--- src/rtl/cpu_pkg.sv ---
// Shared CPU definitions: stack op encodings, sequencer states and the
// default stack window used by the stack sequencer.
package cpu_pkg;

  localparam logic [15:0] STACK_BASE_DEF  = 16'h0100;
  localparam logic [15:0] STACK_LIMIT_DEF = 16'h01FF;

  typedef enum logic [1:0] {
    OP_PUSH = 2'b00,
    OP_POP  = 2'b01,
    OP_CALL = 2'b10,
    OP_RET  = 2'b11
  } stack_op_e;

  typedef enum logic [2:0] {
    ST_IDLE,
    ST_WR1,
    ST_WR2,
    ST_RD1,
    ST_RD2,
    ST_RDW,
    ST_DONE
  } seq_state_e;

endpackage

--- src/rtl/stack_bounds.sv ---
// Combinational occupancy checks on the stack pointer; SP always points at
// the last written byte, so an empty stack sits one below the base.
module stack_bounds
  import cpu_pkg::*;
#(
  parameter int                ADDR_W      = 16,
  parameter logic [ADDR_W-1:0] STACK_BASE  = STACK_BASE_DEF,
  parameter logic [ADDR_W-1:0] STACK_LIMIT = STACK_LIMIT_DEF
) (
  input  logic [ADDR_W-1:0] sp,
  output logic              full,
  output logic              no_room_two,
  output logic              empty,
  output logic              below_two
);

  assign full        = (sp == STACK_LIMIT);
  assign no_room_two = (sp >= (STACK_LIMIT - ADDR_W'(1)));
  assign empty       = (sp == (STACK_BASE - ADDR_W'(1)));
  assign below_two   = (sp < (STACK_BASE + ADDR_W'(1)));

endmodule

--- src/rtl/stack_sequencer.sv ---
// Multi-cycle stack controller for PUSH/POP/CALL/RET: owns SP, moves one RAM
// byte per cycle and issues the PC redirect plus status clear on CALL/RET.
module stack_sequencer
  import cpu_pkg::*;
#(
  parameter int                ADDR_W      = 16,
  parameter int                DATA_W      = 8,
  parameter logic [ADDR_W-1:0] STACK_BASE  = STACK_BASE_DEF,
  parameter logic [ADDR_W-1:0] STACK_LIMIT = STACK_LIMIT_DEF
) (
  input  logic              Clock,
  input  logic              Reset,
  input  logic              Start,
  input  logic [1:0]        Op,
  input  logic [DATA_W-1:0] PushData,
  input  logic [ADDR_W-1:0] ReturnPC,
  input  logic [ADDR_W-1:0] TargetPC,
  input  logic [DATA_W-1:0] RamRData,
  output logic [ADDR_W-1:0] RamAddr,
  output logic [DATA_W-1:0] RamWData,
  output logic              RamWE,
  output logic [ADDR_W-1:0] SP,
  output logic [DATA_W-1:0] PopData,
  output logic [ADDR_W-1:0] PCSet,
  output logic              PCLoad,
  output logic              SregClear,
  output logic              Busy,
  output logic              Done,
  output logic              Fault
);

  seq_state_e        state_q, state_d;
  stack_op_e         op_q, op_d;
  logic [DATA_W-1:0] push_data_q, push_data_d;
  logic [ADDR_W-1:0] return_pc_q, return_pc_d;
  logic [ADDR_W-1:0] target_pc_q, target_pc_d;
  logic [ADDR_W-1:0] sp_q, sp_d;
  logic [DATA_W-1:0] pop_data_q, pop_data_d;
  logic [DATA_W-1:0] hi_q, hi_d;
  logic [DATA_W-1:0] lo_q, lo_d;
  logic              fault_q, fault_d;
  logic              op_fault_q, op_fault_d;

  logic full, no_room_two, empty, below_two;
  logic bound_fail;

  stack_bounds #(
    .ADDR_W     (ADDR_W),
    .STACK_BASE (STACK_BASE),
    .STACK_LIMIT(STACK_LIMIT)
  ) u_bounds (
    .sp         (sp_q),
    .full       (full),
    .no_room_two(no_room_two),
    .empty      (empty),
    .below_two  (below_two)
  );

  always_comb begin
    bound_fail = 1'b0;
    case (stack_op_e'(Op))
      OP_PUSH: bound_fail = full;
      OP_POP:  bound_fail = empty;
      OP_CALL: bound_fail = no_room_two;
      OP_RET:  bound_fail = below_two;
      default: bound_fail = 1'b0;
    endcase
  end

  always_comb begin
    state_d     = state_q;
    op_d        = op_q;
    push_data_d = push_data_q;
    return_pc_d = return_pc_q;
    target_pc_d = target_pc_q;
    sp_d        = sp_q;
    pop_data_d  = pop_data_q;
    hi_d        = hi_q;
    lo_d        = lo_q;
    fault_d     = fault_q;
    op_fault_d  = op_fault_q;
    RamAddr     = '0;
    RamWData    = '0;
    RamWE       = 1'b0;
    PCSet       = '0;
    PCLoad      = 1'b0;
    SregClear   = 1'b0;

    case (state_q)
      ST_IDLE: begin
        if (Start) begin
          op_d        = stack_op_e'(Op);
          push_data_d = PushData;
          return_pc_d = ReturnPC;
          target_pc_d = TargetPC;
          op_fault_d  = bound_fail;
          // A failed bound check skips all RAM traffic and SP movement.
          if (bound_fail) begin
            fault_d = 1'b1;
            state_d = ST_DONE;
          end else if ((stack_op_e'(Op) == OP_PUSH) || (stack_op_e'(Op) == OP_CALL)) begin
            state_d = ST_WR1;
          end else begin
            state_d = ST_RD1;
          end
        end
      end

      ST_WR1: begin
        RamAddr  = sp_q + ADDR_W'(1);
        RamWData = (op_q == OP_CALL) ? return_pc_q[DATA_W-1:0] : push_data_q;
        RamWE    = 1'b1;
        sp_d     = sp_q + ADDR_W'(1);
        state_d  = (op_q == OP_CALL) ? ST_WR2 : ST_DONE;
      end

      ST_WR2: begin
        RamAddr  = sp_q + ADDR_W'(1);
        RamWData = return_pc_q[2*DATA_W-1:DATA_W];
        RamWE    = 1'b1;
        sp_d     = sp_q + ADDR_W'(1);
        state_d  = ST_DONE;
      end

      // POP drops SP as soon as the address is issued; RET keeps SP until
      // both return bytes have been fetched.
      ST_RD1: begin
        RamAddr = sp_q;
        if (op_q == OP_POP) begin
          sp_d    = sp_q - ADDR_W'(1);
          state_d = ST_RDW;
        end else begin
          state_d = ST_RD2;
        end
      end

      ST_RD2: begin
        RamAddr = sp_q - ADDR_W'(1);
        hi_d    = RamRData;
        state_d = ST_RDW;
      end

      ST_RDW: begin
        if (op_q == OP_POP) begin
          pop_data_d = RamRData;
        end else begin
          lo_d = RamRData;
          sp_d = sp_q - ADDR_W'(2);
        end
        state_d = ST_DONE;
      end

      ST_DONE: begin
        if (!op_fault_q && ((op_q == OP_CALL) || (op_q == OP_RET))) begin
          PCLoad    = 1'b1;
          SregClear = 1'b1;
          PCSet     = (op_q == OP_CALL) ? target_pc_q : {hi_q, lo_q};
        end
        state_d = ST_IDLE;
      end

      default: state_d = ST_IDLE;
    endcase
  end

  always_ff @(posedge Clock) begin
    if (Reset) begin
      state_q     <= ST_IDLE;
      op_q        <= OP_PUSH;
      push_data_q <= '0;
      return_pc_q <= '0;
      target_pc_q <= '0;
      sp_q        <= STACK_BASE - ADDR_W'(1);
      pop_data_q  <= '0;
      hi_q        <= '0;
      lo_q        <= '0;
      fault_q     <= 1'b0;
      op_fault_q  <= 1'b0;
    end else begin
      state_q     <= state_d;
      op_q        <= op_d;
      push_data_q <= push_data_d;
      return_pc_q <= return_pc_d;
      target_pc_q <= target_pc_d;
      sp_q        <= sp_d;
      pop_data_q  <= pop_data_d;
      hi_q        <= hi_d;
      lo_q        <= lo_d;
      fault_q     <= fault_d;
      op_fault_q  <= op_fault_d;
    end
  end

  assign SP      = sp_q;
  assign PopData = pop_data_q;
  assign Fault   = fault_q;
  assign Busy    = (state_q != ST_IDLE);
  assign Done    = (state_q == ST_DONE);

endmodule

--- config.mk ---
export PLATFORM = sky130hd
export DESIGN_NAME = stack_sequencer
export DESIGN_NICKNAME = d
export VERILOG_FILES = /design/src/rtl/cpu_pkg.sv /design/src/rtl/stack_bounds.sv /design/src/rtl/stack_sequencer.sv
export SDC_FILE = /design/constraint.sdc
export NUM_CORES = 1
export LEC_CHECK = 0
export ABC_CLOCK_PERIOD_IN_PS = 5980
export BUFFER_PORTS_ARGS = -buffer_cell sky130_fd_sc_hd__clkbuf_2
export CORE_AREA = 2 2 153 155
export DETAILED_ROUTE_END_ITERATION = 6
export DIE_AREA = 0 0 155 157
export PLACE_DENSITY = 0.51
export SETUP_SLACK_MARGIN = 0.1
export SLEW_MARGIN = 20
export SYNTH_ARGS = -nofsm -noshare
export SYNTH_HDL_FRONTEND = slang
export SYNTH_HIERARCHICAL = 1
export SYNTH_SLANG_ARGS = --single-unit
--- constraint.sdc ---
create_clock -name Clock -period 5.98 [get_ports Clock]
set_input_delay 0.897 -clock Clock [delete_from_list [all_inputs] [get_ports Clock]]
set_output_delay 0.897 -clock Clock [all_outputs]
set_load 0.02 [all_outputs]
# After elaboration in Yosys (flattened, before gate mapping)
# Cells that the tools add are included.
# word_totals
register_bits,87
elab_cells,68
# op_classes
addsub,3
magnitude_cmp,2
eq_ne,17
mux,19
bitwise_logic,1
reduce_logical,15
# ops
operator,n
16-bit one-hot mux with 3 select lines,2
16-bit two-way mux,5
16-bit by 1-bit adder with 16-bit output (second input constant),1
16-bit by 8-bit == test with 1-bit output (second input constant),1
16-bit by 9-bit == test with 1-bit output (second input constant),1
16-bit by 9-bit >= comparator with 1-bit output (second input constant),1
16-bit by 9-bit < comparator with 1-bit output (second input constant),1
8-bit one-hot mux with 2 select lines,1
16-bit by 1-bit subtractor with 16-bit output (second input constant),1
16-bit by 2-bit subtractor with 16-bit output (second input constant),1
3-bit one-hot mux with 5 select lines,1
3-bit == test (second input constant),3
3-bit two-way mux,3
2-bit == test (second input constant),4
8-bit two-way mux,1
3-bit by 2-bit == test with 1-bit output (second input constant),2
2-bit inequality test (second input constant),3
2-bit AND reduction,3
3-bit AND reduction,2
3-bit nonzero test,2
2-bit by 1-bit == test with 1-bit output (second input constant),2
1-bit two-way mux,4
1-bit one-hot mux with 4 select lines,1
2-bit OR reduction,2
other kinds (8),9

# Logic depth before layout (Yosys ltp)
# logic_depth
word_depth,6
mapped_depth,9
depth_no_buf,8

# Modules after synthesis
# Netlist, hierarchy kept.
# modules_own_cells
mod,n_inst,cells_each,area_per_inst_um2,seq_area_each_um2
stack_sequencer,1,745,5287.6,1741.7
stack_bounds,1,15,100.1,0.0

# Worst setup path before layout
# No wires, ideal clock.
# synth_timing
path_kind,reg-to-output
startpoint,register sp_q[2] (netlist: SP[2])
endpoint,output port RamAddr[9]
arrival_ns,2.235
required_ns,5.083
path_slack_ns,2.848
path_stages_with_launch,10
cell_sequence,dfxtp_1 -> buf_2 -> inv_1 -> ha_1 -> nand2_1 -> clkbuf_1 -> nand4_1 -> xor2_1 -> o32a_1 -> o22ai_1
# synth_via
elab_chain_cells,2
# synth_rtl
item,line_no,text
start: declaration,stack_sequencer.sv:37,"logic [ADDR_W-1:0] sp_q, sp_d;"
start signal: assignment,stack_sequencer.sv:173,sp_q <= STACK_BASE - ADDR_W'(1);
start signal: assignment,stack_sequencer.sv:185,sp_q <= sp_d;
16-bit by 1-bit subtractor with 16-bit output or 16-bit by 1-bit adder with 16-bit output (tied branches),"stack_sequencer.sv:138, stack_sequencer.sv:110, stack_sequencer.sv:118",
16-bit one-hot mux with 3 select lines *,stack_sequencer.sv:89,case (state_q)
end: declaration,stack_sequencer.sv:19,"output logic [ADDR_W-1:0] RamAddr,"
# Mark *: on every way between the ends. The rest lies on a longest branch, timed or not.

# Final worst setup path
# layout_timing
startpoint,register state_q[1]
endpoint,output port RamAddr[15]
# layout_via
elab_chain_cells,3
# layout_rtl
item,line_no,text
start: declaration,stack_sequencer.sv:32,"seq_state_e state_q, state_d;"
start signal: assignment,stack_sequencer.sv:180,state_q <= state_d;
3-bit by 2-bit == test with 1-bit output or 3-bit by 1-bit == test with 1-bit output (tied branches),stack_sequencer.sv:89,
2-bit OR reduction (no line),--,
16-bit one-hot mux with 3 select lines *,stack_sequencer.sv:89,
# Marked as above.

==> summary.md <==
| Metric | Value |
|---|---|
| Dpl ws | 2.441 ns |
| Crit Path Max Fanout | 17 |
| Worst setup margin | 2.060 ns |
| Reg power frac | 0.295 |
| Cts hold-fix bufs | 0 |
| Post-route DRC violation count | 0 |
| Fmax | 255.1 MHz |
| Max Root-Sink Buffers | 2 |
| Avg Cell Area, Syn | 7.089 µm² |
| RSZ-0062 raised after global routing | no |
| Diodes inserted | 0 |
| Most instantiated cells after synthesis | nand2_1 (171), a21oi_1 (109), dfxtp_1 (87) |
| FF+latch count, synth | 87 |
| H-tree levels | 3 |
| Final core occ | 0.2888 |
| Least-Margin Pin Slew | 1.034 ns |
| Reg2reg end | PopData[3] |
| EDFF count, synth | 0 |
| Prevailing post-synth register cell | dfxtp_1 |
| Final WL | 19,840 µm |
| WL met3 | 1289 µm |
| CTS clock-pin slew for the worst setup and hold paths | 0.08 ns |
| Fin. Hold Viols | 0 |
| Worst Reg-to-Reg Cells | 5 |
| CTS Root Cell | clkbuf_16 |
| Fin crit period | 3.920 ns |
| Synth warn | 6 |
| Worst skew pair latency | 0.35 ns |
| DP HPWL | 13,740 µm |
| Cell Rows | 55 |
| Ys async rst share | 0 |
| Overflow after GRT | 0 |
| DR vias/cell | 5.202 |
| Cts repair resizes | 0 |
| Peak supply drop | 0.1558 mV |
| Post-synth cell types | 65 |
| CP endpoint kind | output port |
| Status | complete, no violations |
| Final Non-Filler Cells | 1,134 |
| Die W | 155 µm |
| Final period util | 0.6556 |
| Delay of the slowest cell on the worst path | 0.72 ns |
| Synth Cell Area | 5388 µm² |
| P per Cell Area | 462.6 nW/µm² |
| Worst Hold Endpoint | op_fault_q |
| Sw Share | 0.5008 |
| Critical path data required time | 5.08 ns |
| Total track usage | 0.1618 |
| Crit path max-delay family | simple AND/OR/NAND/NOR gates |
| Largest net degree at the start of global routing | 78 |
| IO buf count | 122 |
| Slew Viols, Final | 0 |
| Internal | 0.001501 W |
| Nets | 902 |
| Uppermost layer routed | met4 |
| Sequential area share after synthesis | 0.3233 |
| P_sw | 0.001506 W |
| Worst hold path type | flop to flop |
| R2r setup slk | 3.13 ns |
| CTS tree | done |
| WL met1 | 9623 µm |
| Critical-path cell list | buf_4 > nand2b_1 > nor2_1 > a31oi_1 > o21ai_0 > clkbuf_2 |
| Final setup viols | 0 |
| Core Region | 22,500 µm² |
| Hold path startpoint | op_fault_q |
| Synthesized net count | 818 |
| CP arrival | 3.02 ns |
| Synth top area share | 0.3233 |
| Die Ht | 157 µm |
| DR vias | 5,899 |
| Crit path from | state_q[1] |
| WS Path Type | flop to output port |
| Top post-synthesis cells by area | dfxtp_1 (32%), nand2_1 (12%), a21oi_1 (10%) |
| Placed Instances | 1,118 |
| Number of global-route vias before repair | 5,536 |
| Combinational Power Share | 0.512 |
| Die outline area | 24,340 µm² |
| Area grow syn2layout | 20.62% |
| Final Skew | 0.009685 ns |
| First-pass DRT Iterations | 5 |
| DR WL/cell | 17.50 µm |
| Initial antenna violation count | 0 |
| Num CTS Buffers | 9 |
| Clock power share | 0.193 |
| Buf/Inv on CP | 2 |
| Setup TNS | 0 ns |
| LEAKAGE | 2.412 nW |
| Hold path depth | 2 |
| Clock Sink Count | 87 |
| Cell count after synthesis | 760 |
| Share of layout cells above drive strength 1 | 0.2002 |
| Leading area contributor after synthesis | dfxtp_1 |
| Max Cap Viol | 0 |
| First-pass GRT wire length | 31,350 µm |
| Io pins | 123 |
| Post-CTS Setup Bufs | 0 |
| Initial DRC count | 544 |
| Crit Reg-Reg Startpoint | state_q[2] |
| Slew HR | 0.3081 |
| Slowest-stage cell, CP | nor2_1 |
| Post-route ant nets | 0 |
| Count leader, synth | nand2_1 |
| Final hold slack | 0.4518 ns |
| Initial Utilization | 0.2394 |
| Gpl congestion | 0.8969 |
| Crit start category | flop |
| Met2 wire len | 8566 µm |
## power groups by stage
stage,clock (W),sequential (W),combinational (W)
after floorplan,0,0.000814,0.00111
after global placement,0,0.000889,0.00154
after detailed placement,0,0.000895,0.00153
after CTS,0.000603,0.000882,0.00154
after global routing,0.000619,0.000909,0.00169
final,0.000579,0.000888,0.00154
## per-layer routing
metal / global-route usage / vias to the layer above
met2: 0.2423 / 224
met1: 0.2333 / 2772
met4: 0.05379 / 0
li1: - / 2871
met3: 0.02891 / 32
met5: 0 / -
## worst max-delay path by stage
stage | endpoint | slack [ns] | cells past startpoint
after floorplan | RamAddr[9] | 2.85 | 9
after global placement | RamAddr[15] | 2.38 | 6
after detailed placement | RamAddr[15] | 2.44 | 6
after CTS | RamAddr[15] | 2.03 | 6
after global routing | RamAddr[15] | 1.88 | 6
final | RamAddr[15] | 2.06 | 6
## layout by cell type (no fill, tap or decap), types with 7 or more instances in the layout
| cell type | instances |
|---|---|
| nor3_1 | 22 |
| nor4_1 | 9 |
| buf_4 | 13 |
| a22oi_1 | 10 |
| nand4_1 | 12 |
| clkbuf_16 | 9 |
| a21oi_1 | 109 |
| o22ai_1 | 15 |
| maj3_1 | 13 |
| mux2i_1 | 20 |
| nand2_1 | 171 |
| nor2b_1 | 7 |
| nand3_1 | 24 |
| nor2_1 | 46 |
| o21ai_0 | 32 |
| dfxtp_1 | 87 |
| inv_1 | 13 |
| nand2b_1 | 7 |
| xnor2_1 | 8 |
| clkbuf_2 | 122 |
## kinds of logic (layout without fill, tap and decap cells)
group                      count (synthesis)  in the layout  synth area share
adders and majority gates                 18             18           0.03576
AOI/OAI and AO/OA                        208            208            0.2288
buffers and inverters                     75            164           0.05504
muxes                                     22             22           0.04343
and+or+nand+nor                          337            337            0.2926
DFF                                       87             87            0.3233
xor gates and xnor gates                  13             13           0.02113
## state kept, by name (all words and copies together) (netlist names)
signal / count
target_pc_q: 16
Fault: 1
op_fault_q: 1
lo_q: 8
state_q: 3
hi_q: 8
PopData: 8
op_q: 2
SP: 16
push_data_q: 8
return_pc_q: 16
## through the flow
step / instance area (µm²) / total power, W
after floorplan: 5388 / 0.001921
after global placement: 6212 / 0.002427
after detailed placement: 6212 / 0.002429
after CTS: 6499 / 0.003024
after global routing: 6499 / 0.003219
final: 6499 / 0.003006
## worst min-delay path: cells and delay by family, from the launching register on
kind               cells  cell delay [ns]
DFF                    1             0.31
and+or+nand+nor        1             0.05
AOI/OAI and AO/OA      1             0.05
## layout make-up
cell class	instances	area, µm²
flip-flops and latches	87	1742
multi-input cells	598	3357
repair buffers	135	708.2
inverters	13	48.80
well taps	285	356.6
clock buffers	9	225.2
fillers	2545	16000
clock inverters	7	61.31
Note: power is estimated with default switching activity, not from simulation.
